### config.mk
export PLATFORM = sky130hd
export DESIGN_NAME = line_frame_scheduler
export DESIGN_NICKNAME = d
export VERILOG_FILES = /design/src/rtl/line_pkg.sv /design/src/rtl/line_frame_scheduler_rr_arbiter2.sv /design/src/rtl/line_frame_scheduler.sv
export SDC_FILE = /design/constraint.sdc
export NUM_CORES = 1
export LEC_CHECK = 0
export ABC_AREA = 1
export ABC_CLOCK_PERIOD_IN_PS = 1500
export CORE_MARGIN = 4
export CORE_UTILIZATION = 38
export DETAILED_ROUTE_END_ITERATION = 10
export GPL_ROUTABILITY_DRIVEN = 0
export MAX_ROUTING_LAYER = met4
export PLACE_DENSITY = 0.75
export SLEW_MARGIN = 10
export SYNTH_ARGS = -nofsm -noshare
export SYNTH_HDL_FRONTEND = slang
export SYNTH_HIERARCHICAL = 1
export SYNTH_SLANG_ARGS = --single-unit
### constraint.sdc
create_clock -name i_clk -period 1.5 [get_ports i_clk]
set_clock_uncertainty 0.2 [all_clocks]
set_input_delay 0.225 -clock i_clk [delete_from_list [all_inputs] [get_ports i_clk]]
set_output_delay 0.225 -clock i_clk [all_outputs]
set_load 0.01 [all_outputs]
### src/rtl/line_pkg.sv
// rtl/line_pkg.sv - shared types and constants for the line frame scheduler
// Purpose : coordinate width, visible raster size, FSM state encoding,
//           coordinate-pair struct and the optional endpoint clamp helper.
// Ports   : none (package).
// Macro   : LINE_CLAMP_EN (consumer side) selects whether clamp_coord is used.
package line_pkg;

  localparam int COORD_W  = 11;
  localparam int H_ACTIVE = 640;
  localparam int V_ACTIVE = 480;

  localparam logic [COORD_W-1:0] X_MAX = COORD_W'(H_ACTIVE - 1);
  localparam logic [COORD_W-1:0] Y_MAX = COORD_W'(V_ACTIVE - 1);

  typedef enum logic {
    S_IDLE = 1'b0,
    S_HOLD = 1'b1
  } state_t;

  typedef struct packed {
    logic [COORD_W-1:0] x;
    logic [COORD_W-1:0] y;
  } coord_t;

  // Saturate an endpoint into the visible area; in-range values pass untouched.
  function automatic coord_t clamp_coord(input coord_t c);
    coord_t r;
    r.x = (c.x > X_MAX) ? X_MAX : c.x;
    r.y = (c.y > Y_MAX) ? Y_MAX : c.y;
    return r;
  endfunction

endpackage

### src/rtl/line_frame_scheduler_rr_arbiter2.sv
// rtl/line_frame_scheduler_rr_arbiter2.sv - two-input round-robin arbiter
// Purpose : combinational one-hot grant between two requesters.
// Ports   : i_valid[1:0] requester offers
//           i_ptr        requester that has priority this time
//           o_grant[1:0] one-hot grant (all zero when nobody is valid)
module rr_arbiter2 (
  input  logic [1:0] i_valid,
  input  logic       i_ptr,
  output logic [1:0] o_grant
);

  always_comb begin
    o_grant = 2'b00;
    if (i_ptr == 1'b0) begin
      if (i_valid[0])      o_grant = 2'b01;
      else if (i_valid[1]) o_grant = 2'b10;
    end else begin
      if (i_valid[1])      o_grant = 2'b10;
      else if (i_valid[0]) o_grant = 2'b01;
    end
  end

endmodule

### src/rtl/line_frame_scheduler.sv
// rtl/line_frame_scheduler.sv - frame-synchronous endpoint scheduler for line_logic
// Purpose : admits one endpoint sample from two producers (round-robin), holds
//           it pending and commits it to the active outputs at the next frame
//           start, so the drawn line never changes mid-frame. Blanks the line
//           after TIMEOUT_FRAMES frame starts without a commit (0 disables).
// Ports   : i_clk, i_rst (sync, active-high)
//           i_hcount/i_vcount        raster position
//           i_x0/i_y0/i_valid0/o_ready0  requester 0 (motion/sensor)
//           i_x1/i_y1/i_valid1/o_ready1  requester 1 (host/override)
//           o_x_val/o_y_val/o_vals_valid/o_src  active endpoint to line_logic
//           o_frame_commit           one-cycle pulse, aligned with new values
// Macro   : LINE_CLAMP_EN - saturate pending x/y to the visible area on load.
module line_frame_scheduler
  import line_pkg::*;
#(
  parameter int TIMEOUT_FRAMES = 60,
  parameter int TMO_W          = 8
) (
  input  logic               i_clk,
  input  logic               i_rst,
  input  logic [COORD_W-1:0] i_hcount,
  input  logic [COORD_W-1:0] i_vcount,
  input  logic [COORD_W-1:0] i_x0,
  input  logic [COORD_W-1:0] i_y0,
  input  logic               i_valid0,
  output logic               o_ready0,
  input  logic [COORD_W-1:0] i_x1,
  input  logic [COORD_W-1:0] i_y1,
  input  logic               i_valid1,
  output logic               o_ready1,
  output logic [COORD_W-1:0] o_x_val,
  output logic [COORD_W-1:0] o_y_val,
  output logic               o_vals_valid,
  output logic               o_src,
  output logic               o_frame_commit
);

  localparam logic [TMO_W-1:0] TMO_LIM = TMO_W'(TIMEOUT_FRAMES);
  localparam bit               TMO_EN  = (TIMEOUT_FRAMES != 0);

  state_t             r_state;
  state_t             w_state_nxt;
  logic               r_at_origin;
  logic               r_at_origin_q;
  logic               w_frame_start;
  logic               r_ptr;
  logic [1:0]         w_grant;
  logic               w_accept;
  logic               w_commit;
  coord_t             w_in_sel;
  coord_t             w_load;
  coord_t             r_pend;
  logic               r_pend_src;
  logic [TMO_W-1:0]   r_stale;
  logic [TMO_W-1:0]   w_stale_inc;
  logic               w_timeout_hit;
  logic [COORD_W-1:0] r_x_val;
  logic [COORD_W-1:0] r_y_val;
  logic               r_vals_valid;
  logic               r_src;
  logic               r_frame_commit;

  // Edge of the registered origin flag: a single pulse even when the raster
  // parks at (0,0) for several cycles.
  assign w_frame_start = r_at_origin & ~r_at_origin_q;

  rr_arbiter2 u_arb (
    .i_valid ({i_valid1, i_valid0}),
    .i_ptr   (r_ptr),
    .o_grant (w_grant)
  );

  always_comb begin
    w_in_sel = w_grant[1] ? coord_t'{x: i_x1, y: i_y1} : coord_t'{x: i_x0, y: i_y0};
  end

`ifdef LINE_CLAMP_EN
  assign w_load = clamp_coord(w_in_sel);
`else
  assign w_load = w_in_sel;
`endif

  assign w_stale_inc   = (&r_stale) ? r_stale : r_stale + 1'b1;
  assign w_timeout_hit = TMO_EN && (w_stale_inc >= TMO_LIM);

  always_comb begin
    w_state_nxt = r_state;
    o_ready0    = 1'b0;
    o_ready1    = 1'b0;
    w_accept    = 1'b0;
    w_commit    = 1'b0;
    case (r_state)
      S_IDLE: begin
        // Ready follows the grant, so a handshake is simply "any grant".
        o_ready0 = w_grant[0];
        o_ready1 = w_grant[1];
        if (|w_grant) begin
          w_accept    = 1'b1;
          w_state_nxt = S_HOLD;
        end
      end
      S_HOLD: begin
        if (w_frame_start) begin
          w_commit    = 1'b1;
          w_state_nxt = S_IDLE;
        end
      end
      default: w_state_nxt = S_IDLE;
    endcase
  end

  always_ff @(posedge i_clk) begin
    if (i_rst) begin
      r_state        <= S_IDLE;
      r_at_origin    <= 1'b0;
      r_at_origin_q  <= 1'b0;
      r_ptr          <= 1'b0;
      r_pend         <= '0;
      r_pend_src     <= 1'b0;
      r_stale        <= '0;
      r_x_val        <= '0;
      r_y_val        <= '0;
      r_vals_valid   <= 1'b0;
      r_src          <= 1'b0;
      r_frame_commit <= 1'b0;
    end else begin
      r_state        <= w_state_nxt;
      r_at_origin    <= (i_hcount == '0) && (i_vcount == '0);
      r_at_origin_q  <= r_at_origin;
      r_frame_commit <= w_commit;
      if (w_accept) begin
        r_pend     <= w_load;
        r_pend_src <= w_grant[1];
        r_ptr      <= ~w_grant[1];
      end
      if (w_commit) begin
        r_x_val      <= r_pend.x;
        r_y_val      <= r_pend.y;
        r_src        <= r_pend_src;
        r_vals_valid <= 1'b1;
        r_stale      <= '0;
      end else if (w_frame_start) begin
        // Frame went by without a new endpoint: age the data, keep x/y.
        r_stale <= w_stale_inc;
        if (w_timeout_hit) r_vals_valid <= 1'b0;
      end
    end
  end

  assign o_x_val        = r_x_val;
  assign o_y_val        = r_y_val;
  assign o_vals_valid   = r_vals_valid;
  assign o_src          = r_src;
  assign o_frame_commit = r_frame_commit;

endmodule

==> flow_metrics.tcl <==
set metrics [dict create \
    status "finished, violations left" \
    violations "setup timing" \
    drcViolationCount 0 \
    syn_area_um2 2384 \
    core_um2 5991 \
    area_delta_synth_final_pct 68.45 \
    cp-startpoint "r_ptr$_SDFFE_PP0P_" \
    whs_ns 0.1273 \
    first_global_vias 2482 \
    diodes 0 \
    insertion_delay_ns 0.33 \
    power_density_nw_per_um2 984.2 \
    vias 2519 \
    ys_warn_count 6 \
    cts_tree "built" \
    post_drt_wl_per_cell_um 14.23 \
    nets 488 \
    end_kind "output port" \
    max_slew.worst_pin.slew_ns 0.2556 \
    cts_buffers 9 \
    fillerInstances 501 \
    cts_hold_buf 0 \
    r2r_start "r_stale[1]$_SDFFE_PP0P_" \
    yosysMostFrequentCell "nand2_1" \
    fmax_mhz 624.1 \
    setup_tns_ns -0.8339 \
    grt_pass1_wl_um 10870 \
    rsz0062_at_grt "true" \
    relSlewSlack_pct 82.80 \
    path_clk_slew_ns 0.07 \
    top_level_ports 97 \
    slew_viol_final 0 \
    synth_commonest_cells "nand2_1 (82), dfxtp_1 (60), a22o_1 (23), a31oi_1 (20), inv_1 (20)" \
    post_synth_main_area_contributors "dfxtp_1 (50%), nand2_1 (13%), a22o_1 (8.5%)" \
    yosysTopAreaCellShare_pct 50.39 \
    r2r_slack_ns -0.09 \
    num_rows 28 \
    fin_crit_ns 1.602 \
    initialDrtViolationCount 69 \
    ys_seq_area_share_pct 50.39 \
    grt.busiest_layer "met2" \
    die-area_um2 7604 \
    ctsHtreeMaxLevel 3 \
    postRouteAntennaNets 0 \
    io_buffers 96 \
    min_path_type "input pin to flip-flop" \
    routed_wl_um 7070 \
    netlist_instances 288 \
    endpoint "o_ready1" \
    crit_required_ns 1.07 \
    synth_cell_types 29 \
    crit_type "flip-flop to output port" \
    synth_top_flop_cell "dfxtp_1" \
    async_flop_share_pct 0 \
    r2r_end "o_vals_valid$_SDFFE_PP0P_" \
    drt_first_pass_iters 4 \
    period_share_pct 106.8 \
    dp_hpwl_um 4982 \
    post-route-util_pct 67.02 \
    grt_util_met1_pct 20.11 \
    crit_fanout 3 \
    grt_max_degree 24 \
    die_h_um 87.20 \
    die_x_um 87.20 \
    grt_use_met3_pct 4.920 \
    grt.overflow.total 0 \
    maxCapViolCount 0 \
    setup_violations 37 \
    grt_util_met2_pct 32.37 \
    initial_utilization_pct 39.79 \
    power_mw 3.952 \
    synth-seq-cells 60 \
    hold_viol 0 \
    worstPathArrival_ns 1.18 \
    cts_num_sinks 60 \
    yosysTopAreaCell "dfxtp_1" \
    grt.total_usage_pct 18.85 \
    cts.path.max_buffers 2 \
    p_leak_nw 1.726 \
    avgViaCountPerCell 5.068 \
    antenna_found_initial 0 \
    syn_area_per_cell_um2 8.276 \
    cts-root-buf "clkbuf_8" \
    worstSetupStartpointType "flip-flop" \
    vdd.ir_drop.worst_v 0.0007027 \
    synth_edf_count 0 \
    drive_gt1_share_pct 22.99 \
    synth_fp_nets 359 \
    finalWorstSetupSlack_ns -0.1022 \
    r2r_cells 10 \
]
## registers in the layout, summed over array words and instances, names as in the netlist, 8 cells and up
name and cells:
r_stale 8, o_y_val 11, o_x_val 11, r_pend 22
## power breakdown
part           total (mW)  internal, mW  switching [mW]  leakage, nW
logic               0.455         0.267           0.188         1.11
clock network        1.81          1.19           0.619        0.127
registers            1.69          1.65          0.0331        0.492
total                3.95          3.11           0.839         1.73
## worst min-delay path by stage
stage                      startpoint                  endpoint  slack (ns)  cells after the start
5_1_grt                      i_valid1   r_pend_src$_SDFFE_PP0P_        0.16                      5
6_report                     i_valid1   r_pend_src$_SDFFE_PP0P_        0.13                      5
4_1_cts                      i_valid0   r_pend_src$_SDFFE_PP0P_        0.20                      4
3_3_place_gp   r_at_origin$_SDFF_PP0_  r_at_origin_q$_SDFF_PP0_        0.25                      2
3_5_place_dp       r_state$_SDFF_PP0_        r_state$_SDFF_PP0_        0.26                      2
2_1_floorplan                 i_x0[1]   r_pend[12]$_SDFFE_PP0P_        0.17                      2
## critical path: stages, from the launching register on
cell and delay [ns]:
dfxtp_2 0.36, inv_2 0.04, a21oi_2 0.17, nand2_2 0.09
inv_2 0.08, buf_6 0.10
## cell families (layout without fill, tap and decap cells)
logic type                 count (synthesis)  in the layout  synth area share, %
buffers and inverters                     38            172                7.086
AOI/OAI and AO/OA                         68             68                20.00
xor gates and xnor gates                   2              2               0.7350
DFF                                       60             60                50.39
and+or+nand+nor                          119            119                21.26
adders and majority gates                  1              1               0.5249
## what timing repair did
item | 4_1_cts | 5_1_grt
setup buffers | 2 | 3
pin swaps | 12 | 21
gates cloned | 0 | 1
resized for setup | 56 | 36
endpoints found under the setup margin | 55 | 56
## area by class of cell
cell class	instances	area (µm²)	area share, %
repair buffers	132	1234	30.73
flip-flops and latches	60	1216	30.29
multi-input cells	190	1129	28.11
clock buffers	12	155.1	3.864
clock inverters	4	95.09	2.368
well taps	75	93.84	2.337
inverters	24	92.59	2.306
## metrics by stage
step / std cells / setup slack (ns) / instance area, µm²
after floorplan: 288 / -0.03541 / 2386
after global placement: 475 / -0.5676 / 3586
after detailed placement: 475 / -0.5737 / 3586
after CTS: 493 / -0.1670 / 3877
after global routing: 497 / -0.1778 / 4015
final: 497 / -0.1022 / 4015
## per-layer routing
layer / vias to the layer above / routed length [µm]
met1: 1186 / 2773
met3: 18 / 386
li1: 1238 / -
met2: 77 / 3725
met5: - / 0
met4: 0 / 184
## cell usage in the layout, fill, tap and decap left out, types with 9 or more instances in the layout
cell,instances
a22o_1,23
a31oi_1,20
buf_4,28
buf_6,10
clkbuf_8,11
clkdlybuf4s50_1,67
dfxtp_1,50
dfxtp_2,9
dlygate4sd2_1,26
inv_1,13
inv_2,10
nand2_1,77
nor2_1,10
Note: power is estimated with default switching activity, not from simulation.
